File: config.mk
export PLATFORM = sky130hd
export DESIGN_NAME = seq_divider_32_bit
export DESIGN_NICKNAME = d
export VERILOG_FILES = /design/src/rtl/seq_divider_32_bit.sv
export SDC_FILE = /design/constraint.sdc
export NUM_CORES = 1
export LEC_CHECK = 0
export BUFFER_PORTS_ARGS = -buffer_cell sky130_fd_sc_hd__buf_2
export CAP_MARGIN = 10
export CORE_MARGIN = 1
export CORE_UTILIZATION = 45
export CTS_CLUSTER_SIZE = 28
export DETAILED_ROUTE_END_ITERATION = 10
export PLACE_DENSITY = 0.77
export SLEW_MARGIN = 10
export SYNTH_ARGS = -nofsm -noshare
export SYNTH_HDL_FRONTEND = slang
export SYNTH_SLANG_ARGS = --single-unit
File: constraint.sdc
create_clock -name clk -period 2.8 [get_ports clk]
set_input_delay 0.42 -clock clk [delete_from_list [all_inputs] [get_ports clk]]
set_output_delay 0.42 -clock clk [all_outputs]
set_load 0.02 [all_outputs]
File: src/rtl/seq_divider_32_bit.sv
// ---------------------------------------------------------------------------
// seq_divider_32_bit
//
// Multi-cycle 32-bit integer divider for the RISC-V M-extension DIV, DIVU,
// REM and REMU operations. A restoring shift-subtract engine retires one
// quotient bit per clock. The core stalls while busy is high and captures
// result on the one-cycle done pulse.
//
// Ports:
//   clk     in   1   rising-edge clock
//   rst     in   1   synchronous, active-high reset
//   start   in   1   request, only honoured while idle
//   op      in   2   00 DIV, 01 DIVU, 10 REM, 11 REMU
//   a       in  32   dividend, sampled with start
//   b       in  32   divisor, sampled with start
//   busy    out  1   high while an operation is being computed
//   done    out  1   one-cycle pulse, result valid in that cycle
//   result  out 32   quotient or remainder, held until the next accept
//
// Flow: IDLE -> CALC (32 cycles) -> FIX (1 cycle) -> DONE (1 cycle) -> IDLE.
// Divide-by-zero and signed overflow are resolved at accept and jump
// straight from IDLE to DONE.
// ---------------------------------------------------------------------------
module seq_divider_32_bit (
  input  logic        clk,
  input  logic        rst,
  input  logic        start,
  input  logic [1:0]  op,
  input  logic [31:0] a,
  input  logic [31:0] b,
  output logic        busy,
  output logic        done,
  output logic [31:0] result
);

  typedef enum logic [1:0] {
    IDLE = 2'd0,
    CALC = 2'd1,
    FIX  = 2'd2,
    DONE = 2'd3
  } state_t;

  state_t      r_state;
  state_t      w_nextState;

  logic [1:0]  r_op;
  logic        r_signA;
  logic        r_signB;
  logic [31:0] r_dividend;
  logic [31:0] r_divisor;
  logic [31:0] r_rem;
  logic [4:0]  r_count;
  logic [31:0] r_result;
  logic        r_busy;
  logic        r_done;

  logic        w_signedIn;
  logic        w_divByZero;
  logic        w_overflow;
  logic        w_special;
  logic [31:0] w_specialResult;
  logic [31:0] w_absA;
  logic [31:0] w_absB;

  logic        w_signedOp;
  logic [32:0] w_remShift;
  logic [32:0] w_diff;
  logic        w_qBit;
  logic [31:0] w_quotFix;
  logic [31:0] w_remFix;
  logic [31:0] w_fixResult;

  // Accept-time decode on the raw inputs: op[0]==0 marks the signed
  // variants, and the two special cases are recognised here so they can
  // bypass the iterative engine entirely.
  always_comb begin
    w_signedIn  = ~op[0];
    w_divByZero = (b == 32'd0);
    w_overflow  = w_signedIn && (a == 32'h8000_0000) && (b == 32'hFFFF_FFFF);
    w_special   = w_divByZero | w_overflow;
    w_absA      = (w_signedIn && a[31]) ? (32'd0 - a) : a;
    w_absB      = (w_signedIn && b[31]) ? (32'd0 - b) : b;
  end

  // Special-case answers. A zero divisor returns all ones for a quotient
  // and the untouched dividend for a remainder; signed overflow returns
  // the most negative value for DIV and zero for REM.
  always_comb begin
    w_specialResult = 32'd0;
    if (w_divByZero) begin
      w_specialResult = op[1] ? a : 32'hFFFF_FFFF;
    end else begin
      w_specialResult = op[1] ? 32'd0 : 32'h8000_0000;
    end
  end

  // One restoring step. The partial remainder is always below the divisor,
  // so only 32 bits are stored; the shifted value needs 33 bits, and the
  // subtraction is done as add-inverse-plus-one so its top bit is the
  // borrow that decides the quotient bit.
  always_comb begin
    w_remShift = {r_rem, r_dividend[31]};
    w_diff     = w_remShift + ~{1'b0, r_divisor} + 33'd1;
    w_qBit     = ~w_diff[32];
  end

  // Sign correction applied once after the magnitudes are divided: the
  // quotient takes the XOR of the operand signs, the remainder follows
  // the dividend's sign.
  always_comb begin
    w_signedOp  = ~r_op[0];
    w_quotFix   = (w_signedOp && (r_signA ^ r_signB)) ? (32'd0 - r_dividend) : r_dividend;
    w_remFix    = (w_signedOp && r_signA) ? (32'd0 - r_rem) : r_rem;
    w_fixResult = r_op[1] ? w_remFix : w_quotFix;
  end

  // Next-state logic. start is only looked at in IDLE, so a request that
  // arrives during CALC, FIX or DONE has no effect at all.
  always_comb begin
    w_nextState = r_state;
    case (r_state)
      IDLE: begin
        if (start) begin
          w_nextState = w_special ? DONE : CALC;
        end
      end
      CALC: begin
        if (r_count == 5'd31) begin
          w_nextState = FIX;
        end
      end
      FIX:     w_nextState = DONE;
      DONE:    w_nextState = IDLE;
      default: w_nextState = IDLE;
    endcase
  end

  // State register.
  always_ff @(posedge clk) begin
    if (rst) begin
      r_state <= IDLE;
    end else begin
      r_state <= w_nextState;
    end
  end

  // busy and done come straight from flops fed by the next state, so they
  // line up with the state they describe and have no path from inputs.
  always_ff @(posedge clk) begin
    if (rst) begin
      r_busy <= 1'b0;
      r_done <= 1'b0;
    end else begin
      r_busy <= (w_nextState == CALC) || (w_nextState == FIX);
      r_done <= (w_nextState == DONE);
    end
  end

  // Datapath. Operands are captured only on an accepted start; the
  // dividend register doubles as the quotient shift register, receiving
  // one quotient bit at its LSB per CALC cycle. result is written only at
  // FIX or at a special-case accept, and otherwise holds.
  always_ff @(posedge clk) begin
    if (rst) begin
      r_op       <= 2'd0;
      r_signA    <= 1'b0;
      r_signB    <= 1'b0;
      r_dividend <= 32'd0;
      r_divisor  <= 32'd0;
      r_rem      <= 32'd0;
      r_count    <= 5'd0;
      r_result   <= 32'd0;
    end else begin
      case (r_state)
        IDLE: begin
          if (start) begin
            r_op       <= op;
            r_signA    <= w_signedIn & a[31];
            r_signB    <= w_signedIn & b[31];
            r_dividend <= w_absA;
            r_divisor  <= w_absB;
            r_rem      <= 32'd0;
            r_count    <= 5'd0;
            if (w_special) begin
              r_result <= w_specialResult;
            end
          end
        end
        CALC: begin
          r_rem      <= w_qBit ? w_diff[31:0] : w_remShift[31:0];
          r_dividend <= {r_dividend[30:0], w_qBit};
          r_count    <= r_count + 5'd1;
        end
        FIX: begin
          r_result <= w_fixResult;
        end
        default: begin
        end
      endcase
    end
  end

  assign busy   = r_busy;
  assign done   = r_done;
  assign result = r_result;

endmodule

=== Word level (Yosys, flattened, before mapping) ===
Cells that the tools add are included.

* Flip-flop bits (word level): 141
* Input port bits: 69
* Output and inout port bits: 34
* Word-level logic and storage cells: 73

* Add/subtract/negate cells: 7
* Equality and inequality tests: 11
* Muxes and demuxes: 22
* Bitwise gates (word level): 8
* Reduce and logical (&&, ||, !) cells: 14

{| class="wikitable"
|+ Operators by type and width
! cell !! number
|-
| two-way mux 32 bit || 13
|-
| case mux 32 bit (2 select lines) || 3
|-
| subtractor 1 x 32 -> 32 bit, first input constant || 4
|-
| equality test 32 bit, second input constant || 2
|-
| adder 33 x 1 -> 33 bit, second input constant || 1
|-
| adder 33 bit || 1
|-
| NOT 32 -> 33 bit || 1
|-
| zero test 32 bit || 1
|-
| case mux 5 bit (2 select lines) || 1
|-
| equality test 2 bit, second input constant || 4
|-
| case mux 2 bit (4 select lines) || 1
|-
| logical AND 1 bit || 6
|-
| two-way mux 2 bit || 3
|-
| adder 5 x 1 -> 5 bit, second input constant || 1
|-
| equality test 5 bit, second input constant || 1
|-
| two-way mux 5 bit || 1
|-
| equality test 2 x 1 -> 1 bit, second input constant || 2
|-
| inequality test 2 bit, second input constant || 2
|-
| AND reduction 2 bit || 2
|-
| nonzero test 2 bit || 2
|-
| NOT 1 bit || 3
|-
| AND reduction 3 bit || 1
|-
| AND 1 bit || 2
|-
| zero test 2 bit || 1
|-
| 3 further kinds || 3
|}

=== Logic depth before layout (Yosys ltp) ===
Gate-level depths: netlist of the first run.

* Depth after elaboration: 9
* Depth in mapped cells: 14
* Mapped depth without buffers: 12

=== Least setup slack after synthesis of the first run ===
OpenSTA, ideal clock, no wires.

* Kind: flip-flop to flip-flop
* From: register r_dividend[31]
* To: register r_rem[1]
* Arrival time: 2.918 ns
* Data required time: 2.683 ns
* Setup slack: -0.235 ns
* Cell stages (with the launch flop): 14
* Buffers on the path: 2
* Cell sequence: dfxtp_1 inv_1 ha_1 fa_1 nand2b_1 a21oi_1 o211ai_1 a21bo_2 nor4bb_1 nor4_2 buf_2 buf_2 a21oi_1 a22o_1

* Cells in the longest elaborated chain, start to end: 4

{| class="wikitable"
|+ Ends and longest elaborated chain
! element !! line !! source
|-
| from (decl) || 49 || <nowiki>logic [31:0] r_dividend;</nowiki>
|-
| from (signal assigned) || 180 || <nowiki>r_dividend <= w_absA;</nowiki>
|-
| from (signal assigned) || 191 || <nowiki>r_dividend <= {r_dividend[30:0], w_qBit};</nowiki>
|-
| adder 33 bit || 103 || <nowiki>w_diff = w_remShift + ~{1'b0, r_divisor} + 33'd1;</nowiki>
|-
| adder 33 x 1 -> 33 bit || 103 ||
|-
| two-way mux 32 bit || 190 || <nowiki>r_rem <= w_qBit ? w_diff[31:0] : w_remShift[31:0];</nowiki>
|-
| case mux 32 bit (2 select lines) || 174 || <nowiki>case (r_state)</nowiki>
|-
| to (signal assigned) || 190 ||
|-
| to (decl) || 51 || <nowiki>logic [31:0] r_rem;</nowiki>
|}

No other way between the ends.
A chain may end at the register's enable or synchronous reset.

=== Worst setup path after layout of the first run ===
* From: register r_dividend[31]
* To: register r_rem[17]

Same word-level chain as after synthesis.

==> results of run 1 <==
[what timing repair did]
item / 4_1_cts / 5_1_grt
pin swaps: 21 / 8
setup buffers: 5 / 4
gates cloned: 1 / 0
hold buffers: 0 / 0
endpoints found under the setup margin: 33 / 47
gates resized for setup: 32 / 42
[cell families after synthesis]
group,share of synthesized area
multiplexers,0.0283
buffers and inverters,0.0539
AND/OR/NAND/NOR,0.215
adder cells (fa/ha/maj),0.0493
flip-flops,0.267
XOR/XNOR,0.115
AO/OA/AOI/OAI,0.270
[power by group]
part           internal [mW]  switching [mW]  total, mW
sequential              2.13           0.123       2.25
clock                   1.57           0.911       2.48
combinational           1.18            1.50       2.67
total                   4.88            2.53       7.41
[worst min-delay path by stage]
| stage | slack, ns | start | to |
|---|---|---|---|
| 2_1_floorplan | 0.43 | r_divisor[26] | r_divisor[26] |
| 3_3_place_gp | 0.44 | r_divisor[26] | r_divisor[26] |
| 3_5_place_dp | 0.47 | result[8] | result[8] |
| 4_1_cts | 0.28 | op[0] | r_op[0] |
| 5_1_grt | 0.30 | op[0] | r_op[0] |
| 6_report | 0.29 | op[0] | r_op[0] |
[layout make-up]
type                            count  area (um^2)  area share
Clock buffer                       20          437      0.0329
Tap cell                          313          392      0.0295
Antenna cell                        1         2.50    0.000189
Timing Repair Buffer              258         1760       0.133
Multi-Input combinational cell   1126         7430       0.560
Sequential cell                   141         2830       0.213
Inverter                           59          221      0.0167
Clock inverter                     11          193      0.0145
[per-layer routing]
| layer | part of all wire | vias up | global-route usage |
|---|---|---|---|
| li1 | - | 5466 | - |
| met1 | 0.42 | 5491 | 0.404 |
| met2 | 0.46 | 513 | 0.475 |
| met3 | 0.086 | 86 | 0.0465 |
| met4 | 0.033 | 0 | 0.124 |
| met5 | 0 | - | 0 |
[cell usage in the layout, fill, tap and decap left out, types with 6 or more instances in the layout]
cell,n
a211oi_1,48
a21o_1,20
a21oi_1,134
a22oi_1,31
a311oi_1,8
a31oi_1,21
and2_1,7
and3_1,10
buf_2,101
buf_4,148
clkbuf_16,17
dfxtp_1,136
ha_1,36
inv_1,57
mux2_4,6
mux2i_1,22
nand2_1,137
nand2b_1,12
nand3_1,16
nand4_1,15
nor2_1,144
nor2b_1,18
nor3_1,34
nor4_1,15
o211ai_1,7
o21a_1,11
o21ai_0,73
o21ai_1,16
o31ai_1,15
o41ai_1,6
or3_1,9
or4_1,10
xnor2_1,73
xor2_1,66
[registers in the layout, summed over array words and instances (netlist names)]
| signal | flops |
|---|---|
| r_rem | 32 |
| r_divisor | 32 |
| r_state | 2 |
| result | 32 |
| r_signA | 1 |
| busy | 1 |
| done | 1 |
| r_op | 2 |
| r_signB | 1 |
| r_count | 5 |
| r_dividend | 32 |
[critical path: stages (launching register included)]
cell and delay [ns]:
dfxtp_2 0.34, inv_2 0.05, ha_4 0.16, fa_2 0.35
nand2b_4 0.17, a21oi_4 0.18, o211ai_1 0.16, a21bo_2 0.29
a211oi_2 0.30, nor4_4 0.08, buf_12 0.16, buf_8 0.14
mux2i_1 0.12, a211oi_1 0.26
[metrics by stage]
step	util	hold slack (ns)
2_1_floorplan	-	0.432
4_1_cts	0.573	0.284
6_report	0.580	0.293
3_5_place_dp	0.538	0.465
5_1_grt	0.580	0.298
3_3_place_gp	0.538	0.442
==> impl_metrics.env, run 1 <==
export IMPL_clk_insertion_delay_late_ns=0.44
export IMPL_path_clk_slew_ns=0.06
export IMPL_post_place_cells=1888
export IMPL_crit_type="reg2reg"
export IMPL_fin_area_um2=13300
export IMPL_numCtsBuffers=17
export IMPL_track_usage=0.299
export IMPL_p_per_area_nw_per_um2=559
export IMPL_die_x_um=155
export IMPL_ys_async_sr_fraction=0
export IMPL_layout_drive_gt1_share=0.227
export IMPL_leakagePower_nw=5.52
export IMPL_drv_slew=0
export IMPL_grt_pass1_wl_mm=56.6
export IMPL_preCtsSetupSlack_ns=-0.339
export IMPL_start_kind="flop"
export IMPL_grt_start_max_net_pins=84
export IMPL_fin_cells=1929
export IMPL_portBuffers=102
export IMPL_synth_area_top_cells="dfxtp_1 (27%), a21oi_1 (6.5%), xnor2_1 (6.1%)"
export IMPL_routed_wl_mm=35.7
export IMPL_status="finished with violations"
export IMPL_cts_tree="built"
export IMPL_initialDrtViolationCount=1341
export IMPL_ff2ff_setup_slack_ns=-0.07
export IMPL_final_nets=1713
export IMPL_synthesis_nets=1522
export IMPL_cts_max_level=4
export IMPL_cp_max_fo=8
export IMPL_grt_pass1_vias=10800
export IMPL_critPathCaptureType="flop"
export IMPL_final_setup_skew_ns=0.0107
export IMPL_fillers=2036
export IMPL_ys_flop_type="dfxtp_1"
export IMPL_placed_area_um2=12300
export IMPL_synth_seq_cells=141
export IMPL_violations="negative setup slack"
export IMPL_critPathLaunch="r_dividend[31]"
export IMPL_cap_viol_max_count=0
export IMPL_finalHoldViolations=0
export IMPL_setup_ws_ns=-0.0697
export IMPL_p_total_mw=7.41
export IMPL_avgSynthCellArea_um2=7.47
export IMPL_r2r_start="r_dividend[31]"
export IMPL_initial_core_util=0.462
export IMPL_setup_viol=18
export IMPL_finalCritPeriodShare=1.02
export IMPL_fmax_mhz=348
export IMPL_rsz0062_at_grt="true"
export IMPL_cp_endpoint="r_rem[17]"
export IMPL_period_needed_ns=2.87
export IMPL_place_congestion=0.982
export IMPL_hold_depth=3
export IMPL_max_clock_path_buffers=2
export IMPL_grt_overflow=0
export IMPL_post_dp_hpwl_mm=26.9
export IMPL_hold_path_class="in2reg"
export IMPL_area_growth_pct=25.7
export IMPL_die_height_um=155
export IMPL_regToRegEndpoint="r_rem[17]"
export IMPL_syn_cell_area_um2=10600
export IMPL_peakVddDrop_mv=0.452
export IMPL_yosys_warnings=0
export IMPL_synth_top_area_cell="dfxtp_1"
export IMPL_yosysMostFrequentCell="nor2_1"
export IMPL_dr_total_vias=11600
export IMPL_tns_ns=-0.658
export IMPL_num_rows=55
export IMPL_ys_types=75
export IMPL_core_um2=22800
export IMPL_seq_area_frac_synth=0.267
export IMPL_wl_per_cell_um=18.5
export IMPL_drc=0
export IMPL_cp_arrival_ns=3.21
export IMPL_yosys_area_top_type_share=0.267
export IMPL_critPathRequiredTime_ns=3.14
export IMPL_ios=103
export IMPL_firstDrtPassIters=7
export IMPL_final_antenna_net_count=0
export IMPL_ys_top_cells_by_count="nor2_1 (150), dfxtp_1 (141), nand2_1 (141), a21oi_1 (137), o21ai_0 (89)"
export IMPL_slew_headroom=0.364
export IMPL_antenna_found_initial=1
export IMPL_vias_per_cell=5.99
export IMPL_synth_edff_count=0
export IMPL_die_area_um2=24100
export IMPL_cts_num_sinks=141
export IMPL_root_buffer="clkbuf_16"
export IMPL_tightestPinTransition_ns=0.952
export IMPL_r2r_cells=13
export IMPL_syn_inst=1412
(Power assumes the default switching activity.)
==> run 2: changes to the inputs <==
--- a/config.mk
+++ b/config.mk
@@ -12,6 +12,7 @@
 export CTS_CLUSTER_SIZE = 28
 export DETAILED_ROUTE_END_ITERATION = 10
 export PLACE_DENSITY = 0.77
+export REMOVE_ABC_BUFFERS = 1
 export SLEW_MARGIN = 10
 export SYNTH_ARGS = -nofsm -noshare
 export SYNTH_HDL_FRONTEND = slang
==> impl_metrics.env, run 2 (synthesized netlist as in run 1, its figures left out) <==
export IMPL_status="finished with violations"
export IMPL_violations="negative setup slack"
export IMPL_finalCritPeriodShare=1.03
export IMPL_antennaDiodeCount=0
export IMPL_top_usage_layer="met2"
export IMPL_die_height_um=155
export IMPL_vias_per_cell=5.84
export IMPL_cp_max_fo=9
export IMPL_die_x_um=155
export IMPL_fin_cells=1951
export IMPL_final_util=0.591
export IMPL_max_clock_path_buffers=2
export IMPL_initial_core_util=0.462
export IMPL_fillers=2067
export IMPL_max_stage_delay_ns=0.36
export IMPL_firstDrtPassIters=7
export IMPL_critPathCaptureType="flop"
export IMPL_cts_num_sinks=141
export IMPL_die_area_um2=24100
export IMPL_antenna_found_initial=0
export IMPL_cp_arrival_ns=3.26
export IMPL_ios=103
export IMPL_root_buffer="clkbuf_16"
export IMPL_area_growth_pct=28.0
export IMPL_cts_tree="built"
export IMPL_hold_path_class="in2reg"
export IMPL_use_met3=0.0418
export IMPL_clk_insertion_delay_late_ns=0.43
export IMPL_final_cell_mix="buf_4 (168), nor2_1 (144), nand2_1 (138)"
export IMPL_grt_start_max_net_pins=66
export IMPL_drc=0
export IMPL_fin_area_um2=13500
export IMPL_use_met2=0.460
export IMPL_crit_type="reg2reg"
export IMPL_crit_chain="ha_4 > a21o_1 > or3_4 > o211ai_1 > a21bo_2 > nor4bb_4 > nor4_4 > buf_12 > buf_4 > buf_16 > o31a_1 > nand3_1"
export IMPL_post_dp_hpwl_mm=24.7
export IMPL_routed_wl_mm=33.9
export IMPL_met1_usage=0.373
export IMPL_final_antenna_net_count=0
export IMPL_cts_max_level=4
export IMPL_place_congestion=0.943
export IMPL_final_common_cell="buf_4"
export IMPL_post_place_cells=1904
export IMPL_p_total_mw=7.28
export IMPL_peakVddDrop_mv=0.428
export IMPL_grt_pass1_wl_mm=53.9
export IMPL_num_rows=55
export IMPL_period_needed_ns=2.90
export IMPL_wl_per_cell_um=17.4
export IMPL_core_um2=22800
export IMPL_final_setup_skew_ns=0.00801
export IMPL_critPathRequiredTime_ns=3.16
export IMPL_p_per_area_nw_per_um2=539
export IMPL_grt_overflow=0
export IMPL_leakagePower_nw=5.65
export IMPL_tightestPinTransition_ns=1.30
export IMPL_rsz0062_at_grt="true"
export IMPL_start_kind="flop"
export IMPL_cap_viol_max_count=0
export IMPL_dr_total_vias=11400
export IMPL_finalHoldViolations=0
export IMPL_cp_slowest_cell="dfxtp_4"
export IMPL_portBuffers=102
export IMPL_track_usage=0.280
export IMPL_whs_ns=0.320
export IMPL_final_nets=1735
export IMPL_fmax_mhz=345
export IMPL_grt_pass1_vias=10600
export IMPL_setup_ws_ns=-0.0969
export IMPL_setup_viol=19
export IMPL_initialDrtViolationCount=931
export IMPL_layout_drive_gt1_share=0.242
export IMPL_placed_area_um2=12400
export IMPL_drv_slew=0
export IMPL_slew_headroom=0.133
export IMPL_numCtsBuffers=17
export IMPL_path_clk_slew_ns=0.06
==> run 2: layout make-up <==
class | instances | area (um^2) | area share
multi-input cells | 1126 | 7500 | 0.555
flip-flops and latches | 141 | 2830 | 0.209
repair buffers | 280 | 2010 | 0.148
clock buffers | 25 | 475 | 0.0352
well taps | 313 | 392 | 0.0290
inverters | 59 | 221 | 0.0164
clock inverters | 7 | 87.6 | 0.00648
==> run 2: critical path: cells and delay by family (launching register included) <==
kind / cells / cell delay [ns]
buf+inv: 3 / 0.44
compound gates: 4 / 0.94
fa+ha+maj: 1 / 0.23
simple gates: 4 / 0.86
flops: 1 / 0.36
==> run 2: path summary, 6_finish.rpt <==
check | slack, ns | cells after the start | start | to
worst max-delay path | -0.1 | 12 | r_rem[4] | r_rem[31]
worst min-delay path | 0.32 | 2 | rst | r_rem[16]
worst max register to register | -0.1 | 12 | r_rem[4] | r_rem[31]
worst min register to register | 0.46 | 2 | r_divisor[31] | r_divisor[31]
==> run 2: power breakdown <==
group          internal (mW)  total (mW)  switching [mW]
Combinational           1.29        2.81            1.52
Clock                   1.35        2.22           0.864
Sequential              2.12        2.25           0.123
==> run 2: stage by stage <==
| stage | worst slack, ns | TNS, ns |
|---|---|---|
| floorplan | -2.47 | -133.39 |
| global placement | -0.237 | -8.60 |
| detailed placement | -0.313 | -13.69 |
| CTS | -0.114 | -1.09 |
| global route | -0.190 | -3.51 |
| finish | -0.0969 | -0.704 |
==> run 2: what timing repair did <==
| item | 4_1_cts | 5_1_grt |
|---|---|---|
| cloned | 3 | 2 |
| pin swaps | 18 | 14 |
| hold buffers | 0 | 0 |
| setup endpoints to repair | 35 | 49 |
| setup buffers | 4 | 7 |
| gates resized for setup | 48 | 51 |
| endpoints found under the hold margin | 0 | 0 |
==> run 2: routing by layer <==
layer  up-vias  share of wire
met1      5327           0.44
met5         -              0
met3        60          0.075
met4         0          0.026
met2       503           0.46
li1       5495              -
